## config.mk

```make
export PLATFORM = sky130hd
export DESIGN_NAME = sm4_iter_core
export DESIGN_NICKNAME = d
export VERILOG_FILES = /design/src/rtl/sm4_pkg.sv /design/src/rtl/SM4.sv /design/src/rtl/sm4_tau.sv /design/src/rtl/sm4_iter_core.sv
export SDC_FILE = /design/constraint.sdc
export NUM_CORES = 2
export LEC_CHECK = 0
export ABC_AREA = 1
export CAP_MARGIN = 30
export CORE_ASPECT_RATIO = 1.2
export CORE_MARGIN = 2
export CORE_UTILIZATION = 50
export DETAILED_ROUTE_END_ITERATION = 6
export PLACE_DENSITY = 0.69
export SETUP_SLACK_MARGIN = 0.2
export SLEW_MARGIN = 20
export SYNTH_ARGS = -nofsm -noshare
export SYNTH_HDL_FRONTEND = slang
export SYNTH_SLANG_ARGS = --single-unit
export TNS_END_PERCENT = 20
```

## constraint.sdc

```tcl
create_clock -name clk -period 13.35 [get_ports clk]
set_clock_uncertainty 0.2 [all_clocks]
set_input_delay 2.0025 -clock clk [delete_from_list [all_inputs] [get_ports clk]]
set_output_delay 2.0025 -clock clk [all_outputs]
set_load 0.005 [all_outputs]
```

## src/rtl/sm4_pkg.sv

```systemverilog
// sm4_pkg: shared definitions for the iterative SM4 core.
//   state_t  - controller states (IDLE, KEXP, RUN, DONE)
//   FK       - system parameter XORed into the master key
//   ck_word  - round constant CK[i]; byte j = (4i+j)*7 mod 256, byte 0 in the MSBs
//   l_enc    - linear transform L  used by the data rounds
//   l_key    - linear transform L' used by the key schedule
package sm4_pkg;

    typedef enum logic [1:0] {
        IDLE = 2'd0,
        KEXP = 2'd1,
        RUN  = 2'd2,
        DONE = 2'd3
    } state_t;

    localparam logic [127:0] FK = 128'hA3B1BAC6_56AA3350_677D9197_B27022DC;

    function automatic logic [31:0] rotl(input logic [31:0] x, input int unsigned n);
        return (x << n) | (x >> (32 - n));
    endfunction

    function automatic logic [31:0] l_enc(input logic [31:0] b);
        return b ^ rotl(b, 2) ^ rotl(b, 10) ^ rotl(b, 18) ^ rotl(b, 24);
    endfunction

    function automatic logic [31:0] l_key(input logic [31:0] b);
        return b ^ rotl(b, 13) ^ rotl(b, 23);
    endfunction

    // 8-bit arithmetic gives the mod-256 reduction for free.
    function automatic logic [31:0] ck_word(input logic [4:0] i);
        logic [31:0] w;
        logic [7:0]  idx;
        w = '0;
        for (int j = 0; j < 4; j++) begin
            idx = {1'b0, i, 2'b00} + 8'(j);
            w[8*(3-j) +: 8] = idx * 8'd7;
        end
        return w;
    endfunction

endpackage

```

## src/rtl/SM4.sv

```systemverilog
// SM4: the SM4 byte substitution box, purely combinational.
//   x  in  8 - input byte
//   Sb out 8 - substituted byte
module SM4 (
    input  logic [7:0] x,
    output logic [7:0] Sb
);

    localparam logic [7:0] SBOX [256] = '{
        8'hd6, 8'h90, 8'he9, 8'hfe, 8'hcc, 8'he1, 8'h3d, 8'hb7, 8'h16, 8'hb6, 8'h14, 8'hc2, 8'h28, 8'hfb, 8'h2c, 8'h05,
        8'h2b, 8'h67, 8'h9a, 8'h76, 8'h2a, 8'hbe, 8'h04, 8'hc3, 8'haa, 8'h44, 8'h13, 8'h26, 8'h49, 8'h86, 8'h06, 8'h99,
        8'h9c, 8'h42, 8'h50, 8'hf4, 8'h91, 8'hef, 8'h98, 8'h7a, 8'h33, 8'h54, 8'h0b, 8'h43, 8'hed, 8'hcf, 8'hac, 8'h62,
        8'he4, 8'hb3, 8'h1c, 8'ha9, 8'hc9, 8'h08, 8'he8, 8'h95, 8'h80, 8'hdf, 8'h94, 8'hfa, 8'h75, 8'h8f, 8'h3f, 8'ha6,
        8'h47, 8'h07, 8'ha7, 8'hfc, 8'hf3, 8'h73, 8'h17, 8'hba, 8'h83, 8'h59, 8'h3c, 8'h19, 8'he6, 8'h85, 8'h4f, 8'ha8,
        8'h68, 8'h6b, 8'h81, 8'hb2, 8'h71, 8'h64, 8'hda, 8'h8b, 8'hf8, 8'heb, 8'h0f, 8'h4b, 8'h70, 8'h56, 8'h9d, 8'h35,
        8'h1e, 8'h24, 8'h0e, 8'h5e, 8'h63, 8'h58, 8'hd1, 8'ha2, 8'h25, 8'h22, 8'h7c, 8'h3b, 8'h01, 8'h21, 8'h78, 8'h87,
        8'hd4, 8'h00, 8'h46, 8'h57, 8'h9f, 8'hd3, 8'h27, 8'h52, 8'h4c, 8'h36, 8'h02, 8'he7, 8'ha0, 8'hc4, 8'hc8, 8'h9e,
        8'hea, 8'hbf, 8'h8a, 8'hd2, 8'h40, 8'hc7, 8'h38, 8'hb5, 8'ha3, 8'hf7, 8'hf2, 8'hce, 8'hf9, 8'h61, 8'h15, 8'ha1,
        8'he0, 8'hae, 8'h5d, 8'ha4, 8'h9b, 8'h34, 8'h1a, 8'h55, 8'had, 8'h93, 8'h32, 8'h30, 8'hf5, 8'h8c, 8'hb1, 8'he3,
        8'h1d, 8'hf6, 8'he2, 8'h2e, 8'h82, 8'h66, 8'hca, 8'h60, 8'hc0, 8'h29, 8'h23, 8'hab, 8'h0d, 8'h53, 8'h4e, 8'h6f,
        8'hd5, 8'hdb, 8'h37, 8'h45, 8'hde, 8'hfd, 8'h8e, 8'h2f, 8'h03, 8'hff, 8'h6a, 8'h72, 8'h6d, 8'h6c, 8'h5b, 8'h51,
        8'h8d, 8'h1b, 8'haf, 8'h92, 8'hbb, 8'hdd, 8'hbc, 8'h7f, 8'h11, 8'hd9, 8'h5c, 8'h41, 8'h1f, 8'h10, 8'h5a, 8'hd8,
        8'h0a, 8'hc1, 8'h31, 8'h88, 8'ha5, 8'hcd, 8'h7b, 8'hbd, 8'h2d, 8'h74, 8'hd0, 8'h12, 8'hb8, 8'he5, 8'hb4, 8'hb0,
        8'h89, 8'h69, 8'h97, 8'h4a, 8'h0c, 8'h96, 8'h77, 8'h7e, 8'h65, 8'hb9, 8'hf1, 8'h09, 8'hc5, 8'h6e, 8'hc6, 8'h84,
        8'h18, 8'hf0, 8'h7d, 8'hec, 8'h3a, 8'hdc, 8'h4d, 8'h20, 8'h79, 8'hee, 8'h5f, 8'h3e, 8'hd7, 8'hcb, 8'h39, 8'h48
    };

    assign Sb = SBOX[x];

endmodule

```

## src/rtl/sm4_tau.sv

```systemverilog
// sm4_tau: SM4 non-linear layer, four parallel S-boxes on a 32-bit word.
//   a in  32 - input word
//   b out 32 - byte-wise substituted word
module sm4_tau (
    input  logic [31:0] a,
    output logic [31:0] b
);

    for (genvar i = 0; i < 4; i++) begin : g_sbox
        SM4 u_sbox (
            .x  (a[8*i +: 8]),
            .Sb (b[8*i +: 8])
        );
    end

endmodule

```

## src/rtl/sm4_iter_core.sv

```systemverilog
// sm4_iter_core: iterative SM4 cipher, one round per clock.
// A key handshake runs the 32-round key schedule into a round-key file;
// a data handshake then encrypts or decrypts one block in 32 cycles.
//   clk, rst              - clock, asynchronous active-high reset
//   key_valid/key_ready   - master key handshake, key[127:96] = MK0
//   key_loaded            - a complete round-key set is stored
//   in_valid/in_ready     - data block handshake, in_data[127:96] = X0
//   in_decrypt            - 1 = decrypt, sampled with in_data
//   out_valid/out_ready   - result handshake, out_data = {X35,X34,X33,X32}
module sm4_iter_core
    import sm4_pkg::*;
(
    input  logic         clk,
    input  logic         rst,
    input  logic         key_valid,
    output logic         key_ready,
    input  logic [127:0] key,
    output logic         key_loaded,
    input  logic         in_valid,
    output logic         in_ready,
    input  logic         in_decrypt,
    input  logic [127:0] in_data,
    output logic         out_valid,
    input  logic         out_ready,
    output logic [127:0] out_data
);

    state_t        state_q, state_d;
    logic [4:0]    rnd_q;
    logic          key_loaded_q;
    logic          decrypt_q;
    logic [127:0]  win_q;       // key window K0..K3 in KEXP, data window X0..X3 in RUN
    logic [127:0]  out_data_q;
    logic [31:0]   rk_mem [32];

    logic          load_key, load_data, kexp_step, run_step, last_round;
    logic [31:0]   w0, w1, w2, w3;
    logic [4:0]    rk_idx;
    logic [31:0]   rk_sel, tau_in, tau_out, new_word;

    assign {w0, w1, w2, w3} = win_q;
    assign last_round = (rnd_q == 5'd31);

    // Decryption walks the key file backwards: 31 - rnd is ~rnd in 5 bits.
    assign rk_idx   = decrypt_q ? ~rnd_q : rnd_q;
    assign rk_sel   = (state_q == KEXP) ? ck_word(rnd_q) : rk_mem[rk_idx];
    assign tau_in   = w1 ^ w2 ^ w3 ^ rk_sel;

    sm4_tau u_tau (
        .a (tau_in),
        .b (tau_out)
    );

    assign new_word = w0 ^ ((state_q == KEXP) ? l_key(tau_out) : l_enc(tau_out));

    // NOTE: every signal driven here gets a default first, so no path leaves
    // one unassigned and no latch is inferred.
    always_comb begin
        state_d   = state_q;
        load_key  = 1'b0;
        load_data = 1'b0;
        kexp_step = 1'b0;
        run_step  = 1'b0;
        key_ready = 1'b0;
        in_ready  = 1'b0;
        case (state_q)
            IDLE: begin
                key_ready = 1'b1;
                // A key offer wins over a data offer in the same cycle.
                in_ready  = key_loaded_q & ~key_valid;
                if (key_valid) begin
                    load_key = 1'b1;
                    state_d  = KEXP;
                end else if (in_valid && key_loaded_q) begin
                    load_data = 1'b1;
                    state_d   = RUN;
                end
            end
            KEXP: begin
                kexp_step = 1'b1;
                if (last_round) state_d = IDLE;
            end
            RUN: begin
                run_step = 1'b1;
                if (last_round) state_d = DONE;
            end
            DONE: begin
                if (out_ready) state_d = IDLE;
            end
            default: state_d = IDLE;
        endcase
    end

    // NOTE: sequential state uses non-blocking assignments so every register
    // samples the pre-edge values, independent of statement order.
    always_ff @(posedge clk or posedge rst) begin
        if (rst) begin
            state_q <= IDLE;
        end else begin
            state_q <= state_d;
        end
    end

    always_ff @(posedge clk or posedge rst) begin
        if (rst) begin
            rnd_q        <= '0;
            key_loaded_q <= 1'b0;
            decrypt_q    <= 1'b0;
            win_q        <= '0;
            out_data_q   <= '0;
        end else if (load_key) begin
            win_q        <= key ^ FK;
            key_loaded_q <= 1'b0;
            rnd_q        <= '0;
        end else if (load_data) begin
            win_q     <= in_data;
            decrypt_q <= in_decrypt;
            rnd_q     <= '0;
        end else if (kexp_step || run_step) begin
            win_q <= {w1, w2, w3, new_word};
            rnd_q <= rnd_q + 5'd1;   // wraps 31 -> 0 on the exiting round
            if (kexp_step && last_round) key_loaded_q <= 1'b1;
            if (run_step && last_round) out_data_q <= {new_word, w3, w2, w1};
        end
    end

    // NOTE: the round-key file has no reset; key_loaded gates its use, so
    // its power-up contents never reach the datapath.
    always_ff @(posedge clk) begin
        if (kexp_step) rk_mem[rnd_q] <= new_word;
    end

    assign key_loaded = key_loaded_q;
    assign out_valid  = (state_q == DONE);
    assign out_data   = out_data_q;

endmodule

```

==> run summary <==
Drt wl/cell = 29.16 µm
Cell with the most instances after synthesis = nand2_1
Worst Setup SP = decrypt_q
Iteration-0 DRC Markers = 10,549
GR Util All Layers = 42.02%
Commonest cells post-synth = 3,054 x nand2_1, 2,113 x nand3_1, 1,024 x edfxtp_1
CTS Buf Count = 134
Critical Path Fanout Max = 71
WL final = 316,300 µm
H-tree depth = 4
Synthesized flop and latch total = 1,289
GP Congestion = 1.058
Most common cell on crit path = nand2_1
Final hold vios = 0
Fillers = 13,024
Reg2reg path depth = 30
Core footprint = 143,200 µm²
Vias per inst = 6.259
Rel. slew slack = 25.81%
Top Layer Used = met5
Syn Std Cell Area = 72,150 µm²
Failing checks = DRC
Row count = 152
Count of pins over their slew limit = 0
Tcrit/Tclk final = 65.31%
Router iterations before antenna repair = 7
Min-Delay Path Depth = 2
Detailed-route DRC error count = 19
Fmax = 114.7 MHz
Worst Tran Pin Value = 1.109 ns
Yosys warns = 0
Post-synth top area share = 42.62%
Crit start category = register
Initial Util = 50.38%
CTS tree = built
Nets = 9,135
Share of cells above drive strength 1 = 6.664%
Final min period = 8.719 ns
Number of library cell types mapped by synthesis = 51
CTS clk-pin slew, worst paths = 0.06 ns
Vias in the first global route = 63,322
Final HPWL DP = 206,300 µm
Reg2reg end = rk_mem[9][7]
Post-synth EDFFs = 1,024
Total grt overflow = 0
Largest area contributor in the netlist = edfxtp_1
Setup_tns = 0 ns
CP peak stage delay = 0.89 ns
Clk sinks = 1,289
Setup bufs post-CTS = 0
Slowest CP cell = dfrtp_1
Syn Nets = 8,995
R2R setup slack = 4.63 ns
Gate Count Post-Synth = 8,672
Die Ht = 420.1 µm
Hold-fix buffers, CTS = 0
IO Pins = 394
Hold crit path type = reg2reg
Synth area leaders = edfxtp_1 43%, nand2_1 16%, nand3_1 15%
Sequential-to-total area share from yosys stat = 51.81%
Worst reg2reg startpoint = decrypt_q
DR WL met3 = 34,370 µm
First-pass GRT wire length = 444,900 µm
Die width = 350.8 µm
End point of the critical path = rk_mem[9][7]
Root Buffer = clkbuf_16
Async SR Flop Fraction = 20.56%
CP Capture Type = register
Clock tree buffer depth = 3
CTS resizes = 0
Max_cap viols = 0
RSZ-0062 raised after global routing = no
Outcome = finished with violations
Metal2 WL = 142,900 µm
Largest net degree at the start of global routing = 186
Routed Antenna Nets = 0
HP Start = out_data[120]
Syn Area/Cell = 8.319 µm²
Kind of critical path = reg2reg
WP data arrival = 8.98 ns
Main synth FF type = edfxtp_1
CP Data Required Time = 13.61 ns
Total Die Area = 147,400 µm²
Initial antenna violation count = 22
Port Buf Inserts = 393
# setup viols final = 0
Vias post-DR = 67,885
M1 wire length = 110,000 µm
Worst skew pair latency = 0.82 ns
Area grow syn2layout = 12.64%
per-layer routing:
metal  GRT usage (%)  vias up
li1                -    29717
met1           50.89    32223
met2           65.47     4845
met3           9.161     1090
met4           32.31       10
met5               0        -
registers in the layout, indices dropped and copies added (netlist names):
| signal | count |
|---|---|
| state_q | 2 |
| out_data | 128 |
| rnd_q | 5 |
| rk_mem | 1024 |
| win_q | 128 |
| decrypt_q | 1 |
| key_loaded | 1 |
area by class of cell:
class / count / area [µm²] / share of cell area (%)
inverters: 465 / 1770 / 2.179
clock buffers: 168 / 3522 / 4.334
diodes: 8 / 20.02 / 0.02463
clock inverters: 69 / 755.7 / 0.9299
multi-input cells: 6392 / 30230 / 37.20
well taps: 1925 / 2409 / 2.964
flip-flops and latches: 1289 / 37380 / 46.00
repair buffers: 530 / 5179 / 6.372
how the worst min path moves through the flow:
stage | endpoint | slack (ns)
final | out_data[120] | 0.28
after global routing | out_data[8] | 0.31
after CTS | out_data[120] | 0.28
after detailed placement | out_data[97] | 0.27
after global placement | out_data[91] | 0.26
after floorplan | win_q[14] | 0.25
placed cells by master, fill, tap and decap left out, drive strengths merged, types with 3 or more instances in the layout:
cell type,netlist,layout
and2,6,6
a221oi,26,26
xor2,73,73
nand2,3174,3174
inv,464,479
xnor2,32,32
diode,0,8
o211ai,101,101
o221ai,11,11
a211oi,16,16
a21oi,159,159
nand4,26,26
dfrtp,265,265
nand3b,10,10
nand3,2120,2120
fa,7,7
o22ai,8,8
a22oi,27,27
nor2,249,249
a31oi,3,3
o21ai,268,268
clkinv,1,43
ha,54,54
clkdlybuf4s50,0,393
bufinv,0,10
buf,398,137
or2,12,12
clkbuf,128,168
edfxtp,1024,1024
stage by stage:
step	hold slack [ns]	cells	utilization (%)	area, µm²	setup WS [ns]
finish	0.2770	10846	56.75	81270	4.631
global route	0.3093	10842	56.74	81260	4.379
CTS	0.2835	10831	56.63	81100	4.891
detailed placement	0.2652	10594	53.65	76820	4.875
global placement	0.2594	10587	53.56	76710	4.842
floorplan	0.2488	8672	-	72150	3.851
logic make-up after synthesis:
logic type | share of synthesized area, %
AOI/OAI and AO/OA | 5.123
DFF | 51.81
and+or+nand+nor | 33.75
adders and majority gates | 1.131
buffers and inverters | 6.803
xor gates and xnor gates | 1.379
critical path, delay by kind of cell (launching register included):
family | cells | cell delay [ns]
simple gates | 23 | 3.50
xor+xnor | 2 | 0.49
flops | 1 | 0.89
buf+inv | 5 | 3.11
Power is not shown: default switching activity piles up to over one toggle a cycle in this logic, so the estimate is an artifact.
